[src/rtl/rsa_ctrl_pkg.sv]
// Shared definitions for the rsa_unit job sequencer: FSM states and the
// status byte bit positions also used by the register map.
package rsa_ctrl_pkg;

  typedef enum logic [1:0] {
    IDLE = 2'd0,
    LOAD = 2'd1,
    RUN  = 2'd2
  } state_t;

  localparam int unsigned ST_DONE = 0;
  localparam int unsigned ST_BUSY = 1;
  localparam int unsigned ST_TOUT = 2;
  localparam int unsigned ST_OVR  = 3;
  localparam int unsigned ST_ABT  = 4;

endpackage

[src/rtl/rsa_timeout_cnt.sv]
// Job watchdog: cleared before each run, counts enabled cycles and
// saturates at TIMEOUT_CYC-1, where it flags expiry.
module rsa_timeout_cnt #(
  parameter int unsigned TIMEOUT_CYC = 1024,
  parameter int unsigned TMR_W       = $clog2(TIMEOUT_CYC + 1)
) (
  input  logic i_clk,
  input  logic i_rst,
  input  logic i_clr,
  input  logic i_en,
  output logic o_expired
);

  localparam logic [TMR_W-1:0] LAST = TMR_W'(TIMEOUT_CYC - 1);

  logic [TMR_W-1:0] r_cnt;

  always_ff @(posedge i_clk) begin
    if (i_rst || i_clr) begin
      r_cnt <= '0;
    end else if (i_en && (r_cnt != LAST)) begin
      r_cnt <= r_cnt + 1'b1;
    end
  end

  assign o_expired = (r_cnt == LAST);

endmodule

[src/rtl/rsa_job_ctrl.sv]
// Runs one modular-exponentiation job on rsa_unit per accepted start:
// shadows operands, sequences enable, guards with a timeout, reports status.
module rsa_job_ctrl
  import rsa_ctrl_pkg::*;
#(
  parameter int unsigned DATA_W      = 8,
  parameter int unsigned TIMEOUT_CYC = 1024,
  parameter int unsigned TMR_W       = $clog2(TIMEOUT_CYC + 1)
) (
  input  logic              clk,
  input  logic              rst,
  input  logic              start,
  input  logic              abort,
  input  logic [DATA_W-1:0] p_i,
  input  logic [DATA_W-1:0] e_i,
  input  logic [DATA_W-1:0] m_i,
  input  logic [DATA_W-1:0] const_i,
  output logic              rsa_en,
  output logic [DATA_W-1:0] rsa_p,
  output logic [DATA_W-1:0] rsa_e,
  output logic [DATA_W-1:0] rsa_m,
  output logic [DATA_W-1:0] rsa_const,
  input  logic              rsa_eoc,
  input  logic [DATA_W-1:0] rsa_c,
  output logic [DATA_W-1:0] result,
  output logic              result_vld,
  output logic              busy,
  output logic [7:0]        status
);

  state_t r_state;
  state_t w_nxt;

  logic r_rsa_en, r_vld, r_done, r_tout, r_ovr, r_abt;
  logic [DATA_W-1:0] r_p, r_e, r_m, r_const, r_result;

  logic w_accept, w_fin_done, w_fin_tout, w_fin_abt, w_ovr;
  logic w_tmr_clr, w_tmr_en, w_en_nxt, w_expired;

  rsa_timeout_cnt #(
    .TIMEOUT_CYC(TIMEOUT_CYC),
    .TMR_W      (TMR_W)
  ) u_tmr (
    .i_clk    (clk),
    .i_rst    (rst),
    .i_clr    (w_tmr_clr),
    .i_en     (w_tmr_en),
    .o_expired(w_expired)
  );

  always_ff @(posedge clk) begin
    if (rst) r_state <= IDLE;
    else     r_state <= w_nxt;
  end

  // Priority in RUN: abort over eoc over timeout; start outside IDLE only flags overrun.
  always_comb begin
    w_nxt      = r_state;
    w_accept   = 1'b0;
    w_fin_done = 1'b0;
    w_fin_tout = 1'b0;
    w_fin_abt  = 1'b0;
    w_ovr      = 1'b0;
    w_tmr_clr  = 1'b0;
    w_tmr_en   = 1'b0;
    w_en_nxt   = 1'b0;
    case (r_state)
      IDLE: begin
        if (start) begin
          w_accept = 1'b1;
          w_nxt    = LOAD;
        end
      end
      LOAD: begin
        w_ovr = start;
        if (abort) begin
          w_fin_abt = 1'b1;
          w_nxt     = IDLE;
        end else begin
          w_tmr_clr = 1'b1;
          w_en_nxt  = 1'b1;
          w_nxt     = RUN;
        end
      end
      RUN: begin
        w_ovr = start;
        if (abort) begin
          w_fin_abt = 1'b1;
          w_nxt     = IDLE;
        end else if (rsa_eoc) begin
          w_fin_done = 1'b1;
          w_nxt      = IDLE;
        end else if (w_expired) begin
          w_fin_tout = 1'b1;
          w_nxt      = IDLE;
        end else begin
          w_tmr_en = 1'b1;
          w_en_nxt = 1'b1;
        end
      end
      default: w_nxt = IDLE;
    endcase
  end

  always_ff @(posedge clk) begin
    if (rst) begin
      r_rsa_en <= 1'b0;
      r_vld    <= 1'b0;
      r_done   <= 1'b0;
      r_tout   <= 1'b0;
      r_ovr    <= 1'b0;
      r_abt    <= 1'b0;
      r_p      <= '0;
      r_e      <= '0;
      r_m      <= '0;
      r_const  <= '0;
      r_result <= '0;
    end else begin
      r_rsa_en <= w_en_nxt;
      r_vld    <= w_fin_done;
      if (w_accept) begin
        r_p     <= p_i;
        r_e     <= e_i;
        r_m     <= m_i;
        r_const <= const_i;
        r_done  <= 1'b0;
        r_tout  <= 1'b0;
        r_ovr   <= 1'b0;
        r_abt   <= 1'b0;
      end else begin
        if (w_fin_done) r_done <= 1'b1;
        if (w_fin_tout) r_tout <= 1'b1;
        if (w_fin_abt)  r_abt  <= 1'b1;
        if (w_ovr)      r_ovr  <= 1'b1;
      end
      if (w_fin_done) r_result <= rsa_c;
    end
  end

  always_comb begin
    status          = '0;
    status[ST_DONE] = r_done;
    status[ST_BUSY] = busy;
    status[ST_TOUT] = r_tout;
    status[ST_OVR]  = r_ovr;
    status[ST_ABT]  = r_abt;
  end

  assign busy       = (r_state != IDLE);
  assign rsa_en     = r_rsa_en;
  assign rsa_p      = r_p;
  assign rsa_e      = r_e;
  assign rsa_m      = r_m;
  assign rsa_const  = r_const;
  assign result     = r_result;
  assign result_vld = r_vld;

endmodule

[config.mk]
export PLATFORM = sky130hd
export DESIGN_NAME = rsa_job_ctrl
export DESIGN_NICKNAME = d
export VERILOG_FILES = /design/src/rtl/rsa_ctrl_pkg.sv /design/src/rtl/rsa_timeout_cnt.sv /design/src/rtl/rsa_job_ctrl.sv
export SDC_FILE = /design/constraint.sdc
export NUM_CORES = 1
export LEC_CHECK = 0
export CAP_MARGIN = 30
export CORE_UTILIZATION = 45
export CTS_CLUSTER_DIAMETER = 30
export DETAILED_ROUTE_END_ITERATION = 16
export PLACE_DENSITY = 0.85
export SYNTH_ARGS = -nofsm -noshare
export SYNTH_HDL_FRONTEND = slang
export SYNTH_SLANG_ARGS = --single-unit
[constraint.sdc]
create_clock -name clk -period 2.94 [get_ports clk]
set_input_delay 0.294 -clock clk [delete_from_list [all_inputs] [get_ports clk]]
set_output_delay 0.294 -clock clk [all_outputs]
set_load 0.01 [all_outputs]
# --- After elaboration in Yosys (flattened, before gate mapping) ---
# Index checks and enable logic that the tools add are counted.
classes:
  addsub: 1
  mul: 0
  div_mod_pow: 0
  magnitude_cmp: 0
  n_eq_ne: 6
  shifts: 0
  muxes: 25
  n_bitwise: 0
  n_reduce_logical: 7
op_table:
  columns: ["cell", "count"]
  rows:
  - ["$mux W1", 18]
  - ["$add A11 B1 Y11 const B", 1]
  - ["$eq A11 B10 Y1 const B", 1]
  - ["$ne A11 B10 Y1 const B", 1]
  - ["$mux W2", 5]
  - ["$pmux W2 S3", 1]
  - ["$ne A4 B3 Y1 const B", 1]
  - ["$reduce_or A2 Y1", 2]
  - ["$eq A2 B1 Y1 const B", 1]
  - ["$eq A2 B2 Y1 const B", 1]
  - ["$logic_not A2 Y1", 1]
  - ["$ne A2 B2 Y1 const B", 1]
  - ["$pmux W1 S2", 1]
  - ["$reduce_and A2 Y1", 1]
  - ["$reduce_bool A2 Y1", 1]
  - ["$logic_and A1 B1 Y1", 1]
  - ["$logic_or A1 B1 Y1", 1]
totals:
  reg_bits: 59
  latch_bits: 0
  mem_bits_rw: 0
  romBits: 0
  input_bits: 45
  output_inout_bits: 51
  word_cells: 52
  n_memories: 0

# --- Depth between registers and ports, before layout ---
# Gate-level depths: netlist of the first run.
logic_depth:
  depth_word: 6
  ltp_mapped: 7
  ltp_nobuf: 6

# --- Modules after synthesis ---
# A second synthesis of the first run with hierarchy kept.
unflattened:
  hier_cells: 275
  hier_area_um2: 2358.5
modules_own_cells:
  columns: ["module", "n_inst", "cells_per_inst", "area_each_um2", "seq_area_each_um2"]
  rows:
  - ["rsa_job_ctrl", 1, 213, 1819.2, 960.9]
  - ["rsa_timeout_cnt", 1, 62, 539.3, 220.2]

# --- Worst setup path before layout of the first run ---
# OpenSTA, ideal clock, no wires.
synth_path:
  path_type: "register to register"
  from: "register r_state[0]"
  to: "register u_tmr.r_cnt[9]"
  setup_ns: 0.119
  t_arrival_ns: 1.409
  path_slack_ns: 1.412
  stages_incl_launch_ff: 7
  n_path_buf: 0
  cell_sequence: "dfxtp_1 inv_1 ha_1 or3b_4 nor3_4 nand4_1 mux2i_1"
synth_between:
  elab_chain_cells: 3
  elab_cells_between_ends: 6
  cone_classes: "eq/ne: 2; mux: 2; reduce/logical: 2"
synth_lines:
  columns: ["element", "line_no", "rtl"]
  rows:
  - ["start: declaration", "rsa_job_ctrl.sv:31", "state_t r_state;"]
  - ["start signal: assignment", "rsa_job_ctrl.sv:53", "else r_state <= w_nxt;"]
  - ["$eq A2 B2 Y1 or $eq A2 B1 Y1 (tied branches)", "rsa_job_ctrl.sv:67", "case (r_state)"]
  - ["$mux W1", "rsa_job_ctrl.sv:67", null]
  - ["$logic_and A1 B1 Y1 or $logic_or A1 B1 Y1 (tied branches)", "rsa_timeout_cnt.sv:21, rsa_timeout_cnt.sv:19", null]
  - ["end signal: assignment", "rsa_timeout_cnt.sv:22", "r_cnt <= r_cnt + 1'b1;"]
  - ["end: declaration", "rsa_timeout_cnt.sv:16", "logic [TMR_W-1:0] r_cnt;"]
# Parallel ways exist; a longest one is shown, timed or not.
# A chain may end at the register's enable or synchronous reset.

# --- Worst setup path after layout of the first run ---
layout_path:
  from: "register r_state[0]"
  to: "output port busy"
layout_between:
  elab_chain_cells: 1
layout_lines:
  columns: ["element", "line_no", "rtl"]
  rows:
  - ["$reduce_bool A2 Y1", "rsa_job_ctrl.sv:149", "assign busy = (r_state != IDLE);"]
  - ["end: declaration", "rsa_job_ctrl.sv:27", "output logic busy,"]
# Every way passes these cells.

==> results of run 1 <==
## layer usage
layer	up-vias	global-route usage
met2	81	0.354
met3	13	0.0691
met4	0	0.138
li1	1084	-
met5	-	0
met1	999	0.231
## layout make-up
class	instances	area, sq um	area share
clock buffer	13	159	0.0456
clock inverter	2	35.0	0.0101
inverter	5	18.8	0.00539
multi-input combinational	190	1050	0.301
sequential	59	1180	0.339
tap	67	83.8	0.0241
timing repair buffer	95	958	0.275
## cells in the mapped netlist, types with 2 or more instances
| master | n |
|---|---|
| nand4_1 | 4 |
| buf_2 | 2 |
| a21oi_1 | 40 |
| mux2i_1 | 9 |
| dfxtp_1 | 59 |
| clkbuf_1 | 8 |
| buf_4 | 8 |
| inv_1 | 5 |
| a211oi_1 | 2 |
| ha_1 | 4 |
| and3_1 | 2 |
| or3_1 | 2 |
| xor2_1 | 2 |
| nand2b_1 | 4 |
| o211ai_1 | 2 |
| o211a_1 | 2 |
| nand3_1 | 3 |
| and2_1 | 2 |
| buf_1 | 4 |
| nor3_1 | 4 |
| o21ai_0 | 2 |
| nor2_1 | 15 |
| nand2_1 | 72 |
## final timing paths
kind                                     from                 endpoint  slack (ns)  depth (start not counted)
hold / removal                            rst    rsa_m[1]$_SDFFE_PP0P_        0.35                          2
setup / recovery      r_state[0]$_SDFFE_PP0P_                     busy         1.0                          4
hold reg to reg         rsa_m[4]$_SDFFE_PP0P_    rsa_m[4]$_SDFFE_PP0P_        0.45                          2
setup reg to reg  u_tmr.r_cnt[0]$_SDFFE_PP0P_  r_state[0]$_SDFFE_PP0P_        1.25                          5
## logic make-up after synthesis
| logic type | after synthesis | share of synthesized area |
|---|---|---|
| adders and majority gates | 4 | 0.0213 |
| AOI/OAI and AO/OA | 54 | 0.139 |
| DFF | 59 | 0.502 |
| muxes | 9 | 0.0383 |
| other | 1 | 0.00159 |
| buffers and inverters | 27 | 0.0569 |
| xor gates and xnor gates | 3 | 0.0112 |
| and+or+nand+nor | 117 | 0.231 |
## sequential cells by signal, summed over array words and instances, names as in the netlist
register	flops
rsa_const	8
r_done	1
r_abt	1
r_tout	1
r_state	2
u_tmr.r_cnt	11
r_ovr	1
rsa_p	8
result_vld	1
result	8
rsa_en	1
rsa_e	8
rsa_m	8
## critical path, cell delays in order, from the launching register on
cell             delay, ns
dfxtp_1               0.35
inv_1                 0.07
ha_1                  0.23
inv_1                 0.12
clkdlybuf4s50_1       0.55
## per-stage QoR
stage	setup slack (ns)	power, uW	hold WS (ns)
after CTS	0.988	1840	0.337
after global placement	1.03	1120	0.440
final	0.997	1830	0.349
after global routing	0.881	1910	0.357
after detailed placement	1.00	1120	0.446
after floorplan	1.41	979	0.398
## report_power, final
part,switching [uW],internal [uW]
Clock,286,432
Sequential,16.5,834
Combinational,117,145
==> results.ini, run 1 <==
[finish]
final_common_cell = clkdlybuf4s50_1
area_growth_pct = 47.9
final_cells = 431
post-route-util = 0.714
drive_above_1_share = 0.0632
design_area_sq_um = 3480
mostFrequentLayoutCells = clkdlybuf4s50_1, nand2_1, dfxtp_1
fillers = 390
nets = 409
n_antenna_cell = 0

[critical_path]
cp.required_ns = 2.65
arrival_ns = 1.65
path_class = flop to output pin
end_kind = output pin
path_max_fanout = 4
worst_setup_path_start_kind = flop

[yosys]
ys_seq_area_frac = 0.502
avgSynthCellArea_sq_um = 8.59
yosys_warnings = 0
netlist_instances = 274
synthTopCellsByArea = dfxtp_1, nand2_1, a21oi_1
yosysTopAreaCellShare = 0.502
syn_area_sq_um = 2350
ys_seq_elements = 59
synthArstFlopShare = 0
synth_cell_types = 40
synth-edff-count = 0
synth_largest_area_cell = dfxtp_1
synth_flop_cell = dfxtp_1

[clocking]
htree_levels = 3
cts_num_sinks = 59
ctsHoldBuffers = 0
cts_setup_buffers = 0
clock_path_buffers = 2
numCtsBuffers = 9
tritoncts = done
clock-root-buffer = clkbuf_8
clk_pin_slew_ns = 0.06
cts-resized-gates = 0
clk_latency_ns = 0.33

[drt]
top_layer = met4
wl_met3_um = 446
drtAntennaViolNets = 0
wl_met1_mm = 2.34
routedWlPerCell_um = 13.2
drt_wl_total_mm = 5.70
dr.pass1.iters = 4
dr.first_iter.drc_count = 89
route.detailed.drc = 0
vias = 2177
vias_per_cell = 5.05
wl_met2_mm = 2.75

[die]
die_area_sq_um = 5530
ioPinCount = 96
start_util = 0.483
fp.dieW_um = 74.3
coreArea_sq_um = 4880
die_height_um = 74.3
rows = 25

[global_route]
grt_pass1_wl_mm = 8.67
track_usage = 0.212
grt_overflow_total = 0
grt_antenna_before_repair = 0
grt_pass1_vias = 1993
grt_max_degree = 37

[power_and_ir_drop]
irDropWorstVdd_uv = 431
powerDensity_nw_per_um2 = 526
leakagePower_uw = 0.00137

[placed_design]
dp_hpwl_mm = 4.00
place_area_sq_um = 3260
dp.cells = 415
gp_congestion = 0.871
io_buffers = 92

[sta]
setup_violations = 0
tightest_slew_ns = 0.624
clock_skew_ns = 0.00579
fin_crit_ns = 1.94
final_hold_viol_count = 0
fmax_mhz = 515
fin_crit_sh = 0.661
drv_slew = 0
rsz0062_at_grt = no
relSlewSlack = 0.583
tns_ns = 0

[status]
status = finished clean

[hold_path]
hp-class = primary input to flop

[flow_run]
drv_cap = 0

(Power assumes the default switching activity.)
==> inputs of run 2 (changes only) <==
CORE_UTILIZATION = 43   (was 45)
PLACE_DENSITY = 0.82   (was 0.85)
clock period = 1.9 ns   (was 2.94 ns; I/O delays follow)
==> run 2 against run 1 <==
Net effect: first-iteration DRC count increased by 25%; sequential share of layout area increased by 0.061 points; sequential power increased by 54%.
==> results.ini, run 2 (same netlist as run 1, synthesis figures left out) <==
[status]
status = finished clean

[placed_design]
place_area_sq_um = 3290
dp_hpwl_mm = 3.98
gp_congestion = 0.883
place_ws_ns = 0.119
io_buffers = 92
dp.cells = 420

[finish]
area_growth_pct = 47.7
design_area_sq_um = 3480
mostFrequentLayoutCells = clkdlybuf4s50_1, nand2_1, dfxtp_1
final_cells = 435
regArea_sq_um = 1180
multi_input_comb_area_sq_um = 1050
drive_above_1_share = 0.0685
largest_register_ffs = 11
top_register = u_tmr.r_cnt
n_antenna_cell = 0
final_common_cell = clkdlybuf4s50_1
fillers = 427
nets = 410

[sta]
setup_ws_ns = 0.178
final_hold_viol_count = 0
drv_slew = 0
tns_ns = 0
rsz0062_at_grt = no
hold_slack_ns = 0.256
fin_crit_sh = 0.906
setup_violations = 0
fmax_mhz = 581
fin_crit_ns = 1.72
clock_skew_ns = 0.00644

[critical_path]
path_buf_inv = 0
reg2reg_from = u_tmr.r_cnt[0]$_SDFFE_PP0P_
crit_family = compound AO/OA/AOI/OAI gates
arrival_ns = 1.96
cp.required_ns = 2.14
path_class = flop to flop
cp-startpoint = u_tmr.r_cnt[0]$_SDFFE_PP0P_
reg2reg_slack_ns = 0.18
crit_chain = ha_1 -> nand4b_1 -> o31ai_4 -> a21oi_1 -> a211oi_1
end_kind = flop
critPathMaxStageDelay_ns = 0.42
cp_slowest_cell = o31ai_4
worst_setup_path_start_kind = flop
path_max_fanout = 7

[die]
rows = 26
ioPinCount = 96
die_area_sq_um = 5780
fp.dieW_um = 76
coreArea_sq_um = 5200
die_height_um = 76
start_util = 0.452

[clocking]
ctsHoldBuffers = 0
clk_latency_ns = 0.32
numCtsBuffers = 9
cts_num_sinks = 59
clock-root-buffer = clkbuf_8
clk_pin_slew_ns = 0.06
cts_setup_buffers = 0
htree_levels = 3
tritoncts = done
clock_path_buffers = 2

[power_and_ir_drop]
irDropWorstVdd_uv = 503
seq_power_share = 0.480
p_int_uw = 2080
clockPowerShare = 0.374
swShare = 0.240
leakagePower_uw = 0.00140
pwr-share-comb = 0.146
powerDensity_nw_per_um2 = 788
p_sw_uw = 658

[drt]
route.detailed.drc = 0
vias = 2188
vias_per_cell = 5.03
drtAntennaViolNets = 0
wl_met2_mm = 2.73
dr.pass1.iters = 4
wl_met3_um = 424
top_layer = met4
wl_met1_mm = 2.46
drt_wl_total_mm = 5.65
dr.first_iter.drc_count = 111
routedWlPerCell_um = 13.0

[flow_run]
drv_cap = 0

[global_route]
track_usage = 0.200
grt_overflow_total = 0
grt_max_degree = 37
grt_pass1_wl_mm = 9.23
grt_pass1_vias = 2027
grt_antenna_before_repair = 0

[hold_path]
holdCritStartpoint = rst
hp-class = primary input to flop

-- run 2: routing by layer --
layer,vias up,global-route usage
met5,-,0
met4,0,0.0865
met3,5,0.0515
met2,89,0.344
met1,999,0.236
li1,1095,-
-- run 2: power groups by stage --
stage | clock network (uW) | registers, uW | logic [uW]
after detailed placement | 0 | 1340 | 405
after global placement | 0 | 1340 | 398
after CTS | 1050 | 1320 | 406
after global routing | 1100 | 1320 | 434
after floorplan | 0 | 1360 | 151
final | 1020 | 1310 | 401
-- run 2: timing repair --
| action | CTS | global route |
|---|---|---|
| endpoints found under the hold margin | 0 | 0 |
| resized for setup | 0 | 2 |
| endpoints found under the setup margin | 0 | 2 |
-- run 2: area by class of cell --
cell class,instances,share of cell area
Timing Repair Buffer,96,0.277
Multi-Input combinational cell,190,0.301
Clock inverter,2,0.00288
Sequential cell,59,0.340
Clock buffer,13,0.0486
Inverter,5,0.00540
Tap cell,70,0.0252
-- run 2: final timing paths --
path / cells after the start / end
min: 2 / result[3]$_SDFFE_PP0P_
min reg2reg: 2 / rsa_const[6]$_SDFFE_PP0P_
max reg2reg: 5 / r_state[0]$_SDFFE_PP0P_
max: 5 / r_state[0]$_SDFFE_PP0P_
-- run 2: metrics by stage --
| step | total power, uW | utilization |
|---|---|---|
| CTS | 2770 | 0.667 |
| global route | 2860 | 0.668 |
| detailed placement | 1750 | 0.633 |
| finish | 2740 | 0.668 |
| global placement | 1740 | 0.633 |
| floorplan | 1520 | - |
